`config.mk`:
```
export PLATFORM = sky130hd
export DESIGN_NAME = wfg_interconnect
export DESIGN_NICKNAME = d
export VERILOG_FILES = /design/src/rtl/wfg_interconnect.sv
export SDC_FILE = /design/constraint.sdc
export NUM_CORES = 1
export LEC_CHECK = 0
export CAP_MARGIN = 5
export CORE_MARGIN = 1
export CORE_UTILIZATION = 42
export DETAILED_ROUTE_END_ITERATION = 12
export PLACE_DENSITY = 0.8
export REMOVE_ABC_BUFFERS = 1
export SYNTH_ARGS = -nofsm -noshare
export SYNTH_HDL_FRONTEND = slang
export SYNTH_SLANG_ARGS = --single-unit
```
`constraint.sdc`:
```
create_clock -name io_wbs_clk -period 2.12 [get_ports io_wbs_clk]
set_input_delay 0.424 -clock io_wbs_clk [delete_from_list [all_inputs] [get_ports io_wbs_clk]]
set_output_delay 0.424 -clock io_wbs_clk [all_outputs]
set_load 0.1 [all_outputs]
```
`src/rtl/wfg_interconnect.sv`:
```
// Wishbone-style slave-to-peripheral interconnect.
// Decodes the page index (upper address bits) of each master request onto one
// of NUM_PERIPH peripheral slots, forwards the latched register offset, write
// data and write enable, and returns the selected slot's read data. Misses and
// peripheral timeouts produce a one-cycle bus error. The address of the last
// erroring request is recorded, and errors are counted with saturation.
// Ports:
//   io_wbs_clk, io_wbs_rst_n       clock, async active-low reset
//   io_wbs_adr/datwr/we/stb/cyc    master request
//   io_wbs_datrd/ack/err           master response (registered)
//   periph_stb_o/adr_o/dat_o/we_o  per-slot strobe and latched request fields
//   periph_ack_i/dat_i             per-slot ack and read data (slot k at [k*BUSW +: BUSW])
//   err_addr_o, err_cnt_o          last error address, saturating error count
module wfg_interconnect #(
  parameter int BUSW       = 32,
  parameter int NUM_PERIPH = 4,
  parameter int PAGE_BITS  = 4,
  parameter int TIMEOUT    = 16
) (
  input  logic                       io_wbs_clk,
  input  logic                       io_wbs_rst_n,
  input  logic [BUSW-1:0]            io_wbs_adr,
  input  logic [BUSW-1:0]            io_wbs_datwr,
  input  logic                       io_wbs_we,
  input  logic                       io_wbs_stb,
  input  logic                       io_wbs_cyc,
  output logic [BUSW-1:0]            io_wbs_datrd,
  output logic                       io_wbs_ack,
  output logic                       io_wbs_err,
  output logic [NUM_PERIPH-1:0]      periph_stb_o,
  output logic [PAGE_BITS-1:0]       periph_adr_o,
  output logic [BUSW-1:0]            periph_dat_o,
  output logic                       periph_we_o,
  input  logic [NUM_PERIPH-1:0]      periph_ack_i,
  input  logic [NUM_PERIPH*BUSW-1:0] periph_dat_i,
  output logic [BUSW-1:0]            err_addr_o,
  output logic [7:0]                 err_cnt_o
);

  localparam int PAGE_W = BUSW - PAGE_BITS;
  localparam int SLOT_W = (NUM_PERIPH > 1) ? $clog2(NUM_PERIPH) : 1;
  localparam int TCNT_W = $clog2(TIMEOUT) + 1;

  typedef enum logic [1:0] {IDLE, WAIT, RESP, ERR} state_t;

  state_t                  state, state_nx;
  logic [PAGE_W-1:0]       page;
  logic                    req, hit;
  logic [SLOT_W-1:0]       slot_req, slot_q, slot_src;
  logic [BUSW-1:0]         adr_q;
  logic [TCNT_W-1:0]       tcnt, tcnt_nx;
  logic                    sel_ack;
  logic [BUSW-1:0]         sel_dat;
  logic [NUM_PERIPH-1:0]   stb_nx;
  logic [BUSW-1:0]         datrd_nx;
  logic                    ack_nx, err_nx;

  // Page 0 is the null page; page k+1 maps to slot k.
  assign page     = io_wbs_adr[BUSW-1:PAGE_BITS];
  assign req      = io_wbs_cyc & io_wbs_stb;
  assign hit      = (page != '0) && (page <= PAGE_W'(NUM_PERIPH));
  assign slot_req = SLOT_W'(page - PAGE_W'(1));

  // Only the latched slot's ack/data are visible; all other acks are ignored.
  always_comb begin
    sel_ack = 1'b0;
    sel_dat = '0;
    for (int unsigned k = 0; k < NUM_PERIPH; k++) begin
      if (slot_q == SLOT_W'(k)) begin
        sel_ack = periph_ack_i[k];
        sel_dat = periph_dat_i[k*BUSW +: BUSW];
      end
    end
  end

  // State register
  always_ff @(posedge io_wbs_clk or negedge io_wbs_rst_n) begin
    if (!io_wbs_rst_n) state <= IDLE;
    else               state <= state_nx;
  end

  // Next-state logic; an aborted cycle takes priority over ack, ack over timeout.
  always_comb begin
    state_nx = state;
    case (state)
      IDLE: if (req) state_nx = hit ? WAIT : ERR;
      WAIT: begin
        if (!io_wbs_cyc)                         state_nx = IDLE;
        else if (sel_ack)                        state_nx = RESP;
        else if (tcnt == TCNT_W'(TIMEOUT - 1))   state_nx = ERR;
      end
      RESP:    state_nx = IDLE;
      ERR:     state_nx = IDLE;
      default: state_nx = IDLE;
    endcase
  end

  // Output logic: outputs are registered, so their next values are derived
  // from the next state, giving ack/err/strobe aligned with RESP/ERR/WAIT.
  always_comb begin
    slot_src = (state == IDLE) ? slot_req : slot_q;
    stb_nx   = '0;
    for (int unsigned k = 0; k < NUM_PERIPH; k++)
      stb_nx[k] = (state_nx == WAIT) && (slot_src == SLOT_W'(k));
    ack_nx   = (state_nx == RESP);
    err_nx   = (state_nx == ERR);
    datrd_nx = (state_nx == RESP && !periph_we_o) ? sel_dat : '0;
    tcnt_nx  = (state == WAIT && state_nx == WAIT) ? tcnt + TCNT_W'(1) : '0;
  end

  always_ff @(posedge io_wbs_clk or negedge io_wbs_rst_n) begin
    if (!io_wbs_rst_n) begin
      io_wbs_ack   <= 1'b0;
      io_wbs_err   <= 1'b0;
      io_wbs_datrd <= '0;
      periph_stb_o <= '0;
      periph_adr_o <= '0;
      periph_dat_o <= '0;
      periph_we_o  <= 1'b0;
      err_addr_o   <= '0;
      err_cnt_o    <= '0;
      adr_q        <= '0;
      slot_q       <= '0;
      tcnt         <= '0;
    end else begin
      io_wbs_ack   <= ack_nx;
      io_wbs_err   <= err_nx;
      io_wbs_datrd <= datrd_nx;
      periph_stb_o <= stb_nx;
      tcnt         <= tcnt_nx;
      if (state == IDLE && req) begin
        adr_q        <= io_wbs_adr;
        slot_q       <= slot_req;
        periph_adr_o <= io_wbs_adr[PAGE_BITS-1:0];
        periph_dat_o <= io_wbs_datwr;
        periph_we_o  <= io_wbs_we;
      end
      // A miss enters ERR straight from IDLE, before adr_q has been loaded.
      if (state_nx == ERR) begin
        err_addr_o <= (state == IDLE) ? io_wbs_adr : adr_q;
        if (err_cnt_o != 8'hFF) err_cnt_o <= err_cnt_o + 8'd1;
      end
    end
  end

endmodule

```
==> results of run 1 <==
-- synth_stat cells, types with 2 or more instances --
cell / count / share of area
nand3_1: 9 / 0.0064
nand4b_1: 2 / 0.0025
nor2_1: 16 / 0.0086
buf_4: 5 / 0.0054
nand2b_1: 4 / 0.0036
a31oi_1: 6 / 0.0054
nor4_1: 5 / 0.0045
buf_1: 3 / 0.0016
a21oi_2: 30 / 0.037
a21oi_1: 36 / 0.026
buf_2: 7 / 0.0050
mux4_2: 33 / 0.11
o21ai_0: 4 / 0.0029
dfrtp_1: 152 / 0.54
mux2i_1: 32 / 0.046
xnor2_1: 6 / 0.0075
mux2_1: 2 / 0.0032
ha_1: 4 / 0.0071
nand2_1: 197 / 0.11
inv_1: 5 / 0.0027
nand4_1: 2 / 0.0018
nor3_1: 2 / 0.0014
clkbuf_1: 26 / 0.014
nor3b_1: 2 / 0.0021
nor2b_1: 34 / 0.030
buf_6: 5 / 0.0080
and3_1: 5 / 0.0045
-- cells by family (layout without fill, tap and decap cells) --
logic type      Yosys count  in the layout  share of synthesized area
flops                   152            152                      0.542
fa+ha+maj                 4              4                    0.00713
simple gates            282            282                      0.176
compound gates           79             80                     0.0749
buf+inv                  51            402                     0.0366
xor+xnor                  7              7                    0.00874
mux                      67             67                      0.155
other cells               0              1                          0
-- cell type report --
type | count | area, sq um
antenna | 1 | 2.50
tap | 216 | 270
sequential | 152 | 3800
inverter | 5 | 18.8
multi-input combinational | 440 | 3070
clock inverter | 8 | 148
fill | 1232 | 4950
clock buffer | 22 | 454
timing repair buffer | 367 | 3400
-- power groups by stage --
stage / logic (mW) / registers, mW / clock network, mW
finish: 7.70 / 4.10 / 3.13
global route: 8.02 / 4.18 / 3.28
global placement: 7.56 / 4.13 / 0
detailed placement: 7.66 / 4.13 / 0
CTS: 7.72 / 4.10 / 3.18
floorplan: 1.48 / 8.23 / 0
-- critical path, stage by stage --
cell,delay (ns)
clkdlybuf4s50_1,0.45
a2111o_1,0.40
nor4_4,0.35
o21ai_4,0.13
and2_4,0.22
bufbuf_16,0.28
a21oi_2,0.11
-- registers in the layout, summed over array words and instances, names as in the netlist --
signal,count
err_addr_o,32
io_wbs_datrd,32
periph_dat_o,32
adr_q,29
err_cnt_o,8
tcnt,5
periph_stb_o,4
periph_adr_o,3
slot_q,2
state,2
io_wbs_ack,1
io_wbs_err,1
periph_we_o,1
-- what timing repair did --
action / 4_1_cts / 5_1_grt
buffers inserted: 5 / 2
resized for setup: 17 / 14
hold endpoints to repair: 25 / 0
gates cloned: 2 / 0
setup endpoints to repair: 41 / 42
pin swaps: 7 / 9
hold buffers: 1 / 0
-- worst max-delay path by stage --
stage                         from        endpoint  slack (ns)  cells past startpoint
finish              io_wbs_adr[22]   err_addr_o[9]        0.10                      7
global route        io_wbs_adr[22]  err_addr_o[29]       0.001                      7
CTS                 io_wbs_adr[27]    err_cnt_o[6]        0.01                      8
detailed placement   io_wbs_adr[5]  err_addr_o[12]       -0.61                      9
global placement     io_wbs_adr[5]    err_cnt_o[1]       -0.57                      8
floorplan                 state[0]    err_cnt_o[2]       -2.42                      5
-- routing by layer --
layer,wire [um],track usage,share of wire
met1,9130,0.342,0.41
met2,10900,0.417,0.49
met3,1680,0.0837,0.075
met4,695,0.115,0.031
met5,27,0,0.0012
-- through the flow --
step	instance area (sq um)	total power, mW	util
after floorplan	6780	9.71	-
after global placement	10400	11.7	0.643
after detailed placement	10400	11.8	0.643
after CTS	11100	15.0	0.689
after global routing	11200	15.5	0.692
final	11200	14.9	0.693
==> metrics.md, run 1 <==
| Metric | Value |
|---|---|
| Status | complete, no violations |
| Most frequent cells in the layout | nand2_1, clkdlybuf4s50_1, buf_4 |
| Antenna violations before repair | 4 |
| Via/cell ratio | 5.11 |
| P_leak | between 5 and 6 nW |
| R2R depth | 8 |
| Headroom to the max-slew limit | 0.360 |
| CTS root buffer | clkbuf_16 |
| Share of cells above drive strength 1 | 0.278 |
| Worst hold-check path type | in2reg |
| Die W | roughly 130 um |
| Buffers added on ports | ~320 |
| Min Tclk post-route | slightly above 2 ns |
| Element type at the critical path end | flip-flop |
| Synth Area per Inst | roughly 11 sq um |
| Largest net degree at the start of global routing | 70 |
| Worst r2r dst | err_addr_o[9] |
| GRT Util Overall | 0.267 |
| DRT Pass-1 Iters | 5 |
| Vias in the first global route | 6317 |
| DRT Wirelength | 22.4 mm |
| Max cap viols | 0 |
| First-pass GRT wire length | 35.0 mm |
| PD cells | around 1300 nW/um^2 |
| Num CTS Buffers | 17 |
| Post-placement setup slack | -0.611 ns |
| Post-Syn Instances | 642 |
| Ports | approximately 320 |
| WL per Instance | 18.5 um |
| Finished Layout Cells | about 1.2k |
| Placed insts | 1170 |
| Crit path DAT | approximately 2.4 ns |
| Initial Utilization | 0.435 |
| Worst hold stages | 3 |
| WP data required | between 2 and 2.5 ns |
| Congestion Overflow GR | 0 |
| Peak VDD IR | 1290 uV |
| Skew-Pair Late Insertion Delay | about 0.42 ns |
| Reg-to-reg critical path startpoint | tcnt[0] |
| Layout Nets | ~1.2k |
| Routability cong. | 0.880 |
| DP HPWL | around 16 mm |
| Final max-slew violation count | 0 |
| Synthesized area | between 7000 and 8000 sq um |
| Clk_skew | approximately 0.0091 ns |
| Final Cycle Share | 0.953 |
| Internal power | roughly 7.7 mW |
| CTS tree | yes |
| Top FF cell, synth | dfrtp_1 |
| Worst slew pin tran | 0.960 ns |
| Logic pwr share | 0.516 |
| Hold Fails Final Rpt | 0 |
| Worst R2R Setup Slack | 0.10 ns |
| Sequential element share of the synthesized area | 0.542 |
| DR iter-0 viols | between 300 and 400 |
| Async SR Flop Fraction | 1.00 |
| Most common cell after layout, fill and taps aside | nand2_1 |
| Die H | between 100 and 150 um |
| Hold path startpoint | io_wbs_adr[25] |
| Crit start category | input pin |
| FP Rows | 46 |
| Reg clk slew, reported paths | approximately 0.06 ns |
| TNS Setup | 0 ns |
| Buffer depth of the longest clock path | 2 |
| Hold Path End | adr_q[25] |
| P&R area growth vs syn | 59.1% |
| CP Class | in2reg |
| Seq cells post-synth | 152 |
| Max Fclk | slightly below 500 MHz |
| Crit path max fanout | 7 |
| Clock share of power | 0.209 |
| Post-synthesis cell type count | 35 |
| Net switching fraction of the power | 0.488 |
| Final setup viols | 0 |
| CTS sink count | approximately 150 |
| Number of enable flip-flop cells after synthesis | 0 |
| Vias post-DR | about 6.2k |
| Final worst slack | about 0.1 ns |
| Fin Hold WS | just over 0.3 ns |
| Final ANT Viol Nets | 0 |
| DRC | 0 |
| H-tree Lvls | 4 |
| RSZ-0062 raised after global routing | false |
| Die footprint | about 17000 sq um |
| Reg power frac | 0.275 |
| Synthesis warning total | 0 |
| Core Box Area | roughly 16000 sq um |
| Sw Pwr | 7.28 mW |
No activity file was read; power rests on OpenSTA's default activity.
==> inputs of run 2 (changes only) <==
- MAX_ROUTING_LAYER: not set -> met4
==> run 2 against run 1 <==
Compared with the run above: global-route usage increased by 0.82 points; critical path depth unchanged; total power about the same; fmax decreased by 0.24%; worst hold slack got worse by 0.0023 ns; die area unchanged; clock-buffer cell count unchanged; final cell count increased by 0.33%; first-iteration DRC count decreased by 10%; sequential cell count unchanged; critical path type unchanged; largest cell class unchanged; highest routed layer is now met4.
==> metrics.md, run 2 (synthesis gave the netlist of run 1 again) <==
| Metric | Value |
|---|---|
| CTS sink count | 152 |
| Placed insts | around 1.2k |
| Ports | roughly 320 |
| Worst hold-check path type | in2reg |
| Crit path DAT | ~2.4 ns |
| Sequential cell area | between 3000 and 4000 sq um |
| CP Class | in2reg |
| Buffer depth of the longest clock path | 2 |
| Routability cong. | approximately 0.9 |
| Post-placement setup slack | -0.611 ns |
| Clk_skew | about 0.0073 ns |
| Fin Hold WS | around 0.31 ns |
| Skew-Pair Late Insertion Delay | around 0.42 ns |
| FP Rows | 46 |
| WP data required | 2.47 ns |
| Status | complete, no violations |
| Fill cell count | 1228 |
| Vias in the first global route | approximately 6.3k |
| Worst slew pin tran | between 0.9 and 1 ns |
| Element type at the critical path end | flip-flop |
| Congestion Overflow GR | 0 |
| Hold Fails Final Rpt | 0 |
| Largest net degree at the start of global routing | 70 |
| First-pass GRT wire length | roughly 35 mm |
| Layout Nets | roughly 1.2k |
| Die W | about 130 um |
| Final Cycle Share | 0.955 |
| Die footprint | 17200 sq um |
| Worst hold stages | 3 |
| DP HPWL | roughly 16 mm |
| Crit start category | input pin |
| Die H | 131 um |
| Reg-to-reg critical path startpoint | tcnt[0] |
| Crit path max fanout | 7 |
| Headroom to the max-slew limit | 0.346 |
| CTS tree | yes |
| Vias post-DR | roughly 6.2k |
| Peak VDD IR | between 1000 and 1500 uV |
| Top Registers | err_addr_o x32, io_wbs_datrd x32, periph_dat_o x32 |
| Antenna violations before repair | 5 |
| Core Util, Final | 0.693 |
| Hold Path End | adr_q[25] |
| Initial Utilization | 0.435 |
| H-tree Lvls | 4 |
| Most frequent cells in the layout | nand2_1, clkdlybuf4s50_1, buf_4 |
| TNS Setup | 0 ns |
| Max Fclk | around 500 MHz |
| Final ANT Viol Nets | 0 |
| PD cells | about 1300 nW/um^2 |
| Min Tclk post-route | 2.02 ns |
| Final setup viols | 0 |
| Worst R2R Setup Slack | about 0.095 ns |
| Worst r2r dst | err_addr_o[9] |
| Via/cell ratio | roughly 5.1 |
| Max cap viols | 0 |
| Buffers added on ports | between 300 and 400 |
| DRT Wirelength | 22.4 mm |
| Reg clk slew, reported paths | around 0.060 ns |
| Final max-slew violation count | 0 |
| Core Box Area | ~16000 sq um |
| CTS root buffer | clkbuf_16 |
| DR iter-0 viols | around 300 |
| Final worst slack | between 0.09 and 0.1 ns |
| Share of cells above drive strength 1 | 0.278 |
| P&R area growth vs syn | 59.2% |
| DRC | 0 |
| Hold path startpoint | io_wbs_adr[25] |
| DRT Pass-1 Iters | 4 |
| Most common cell after layout, fill and taps aside | nand2_1 |
| P_leak | 5.26 nW |
| GRT Util Overall | 0.275 |
| RSZ-0062 raised after global routing | false |
| Multi-input logic area | 3070 sq um |
| R2R depth | 8 |
| Finished Layout Cells | roughly 1.2k |
| Num CTS Buffers | 17 |
| WL per Instance | around 18 um |
[run 2: changes by cell type in the layout (fill, tap and decap cells not counted), sizes merged]
cell   previous run  this run
diode             1         5
[run 2: worst max-delay path: stages]
cell	delay, ns
clkdlybuf4s50_1	0.45
a2111o_1	0.40
nor4_4	0.35
o21ai_4	0.13
and2_4	0.23
bufbuf_16	0.28
a21oi_2	0.11
[run 2: power breakdown]
group	internal [mW]	total, mW	switching [mW]	leakage [nW]
Clock	1.98	3.12	1.14	0.282
Combinational	2.05	7.70	5.66	3.05
Sequential	3.62	4.10	0.484	1.93
Total	7.65	14.9	7.28	5.26
[run 2: area by class of cell]
class | count | share of cell area
clock inverters | 8 | 0.0132
flip-flops and latches | 152 | 0.341
diodes | 5 | 0.00112
repair buffers | 367 | 0.304
well taps | 216 | 0.0242
multi-input cells | 440 | 0.275
inverters | 5 | 0.00168
clock buffers | 22 | 0.0407
[run 2: layer usage]
layer	part of all wire	global-route usage	vias to the layer above
met5	0	-	-
met4	0.030	0.115	0
met3	0.066	0.0741	46
met2	0.49	0.418	228
met1	0.42	0.348	3053
li1	-	-	2861
[run 2: worst max path at each step]
| stage | depth (start not counted) | to | from | slack [ns] |
|---|---|---|---|---|
| 4_1_cts | 8 | err_cnt_o[6] | io_wbs_adr[27] | 0.01 |
| 5_1_grt | 7 | err_addr_o[29] | io_wbs_adr[22] | 0.001 |
| 2_1_floorplan | 5 | err_cnt_o[2] | state[0] | -2.42 |
| 6_report | 7 | err_addr_o[9] | io_wbs_adr[22] | 0.1 |
| 3_3_place_gp | 8 | err_cnt_o[1] | io_wbs_adr[5] | -0.57 |
| 3_5_place_dp | 9 | err_addr_o[12] | io_wbs_adr[5] | -0.61 |
[run 2: stage by stage]
step / instance area (sq um) / total power [mW]
3_5_place_dp: 10400 / 11.8
2_1_floorplan: 6780 / 9.71
3_3_place_gp: 10400 / 11.7
6_report: 11200 / 14.9
4_1_cts: 11100 / 15.0
5_1_grt: 11200 / 15.5
[run 2: repair_timing]
| action | in CTS | in global routing |
|---|---|---|
| setup buffers | 5 | 2 |
| gates cloned | 2 | 0 |
| hold endpoints to repair | 25 | 0 |
| endpoints found under the setup margin | 41 | 42 |
| gates resized for setup | 17 | 14 |
| hold buffers | 1 | 0 |
| pin swaps | 7 | 9 |
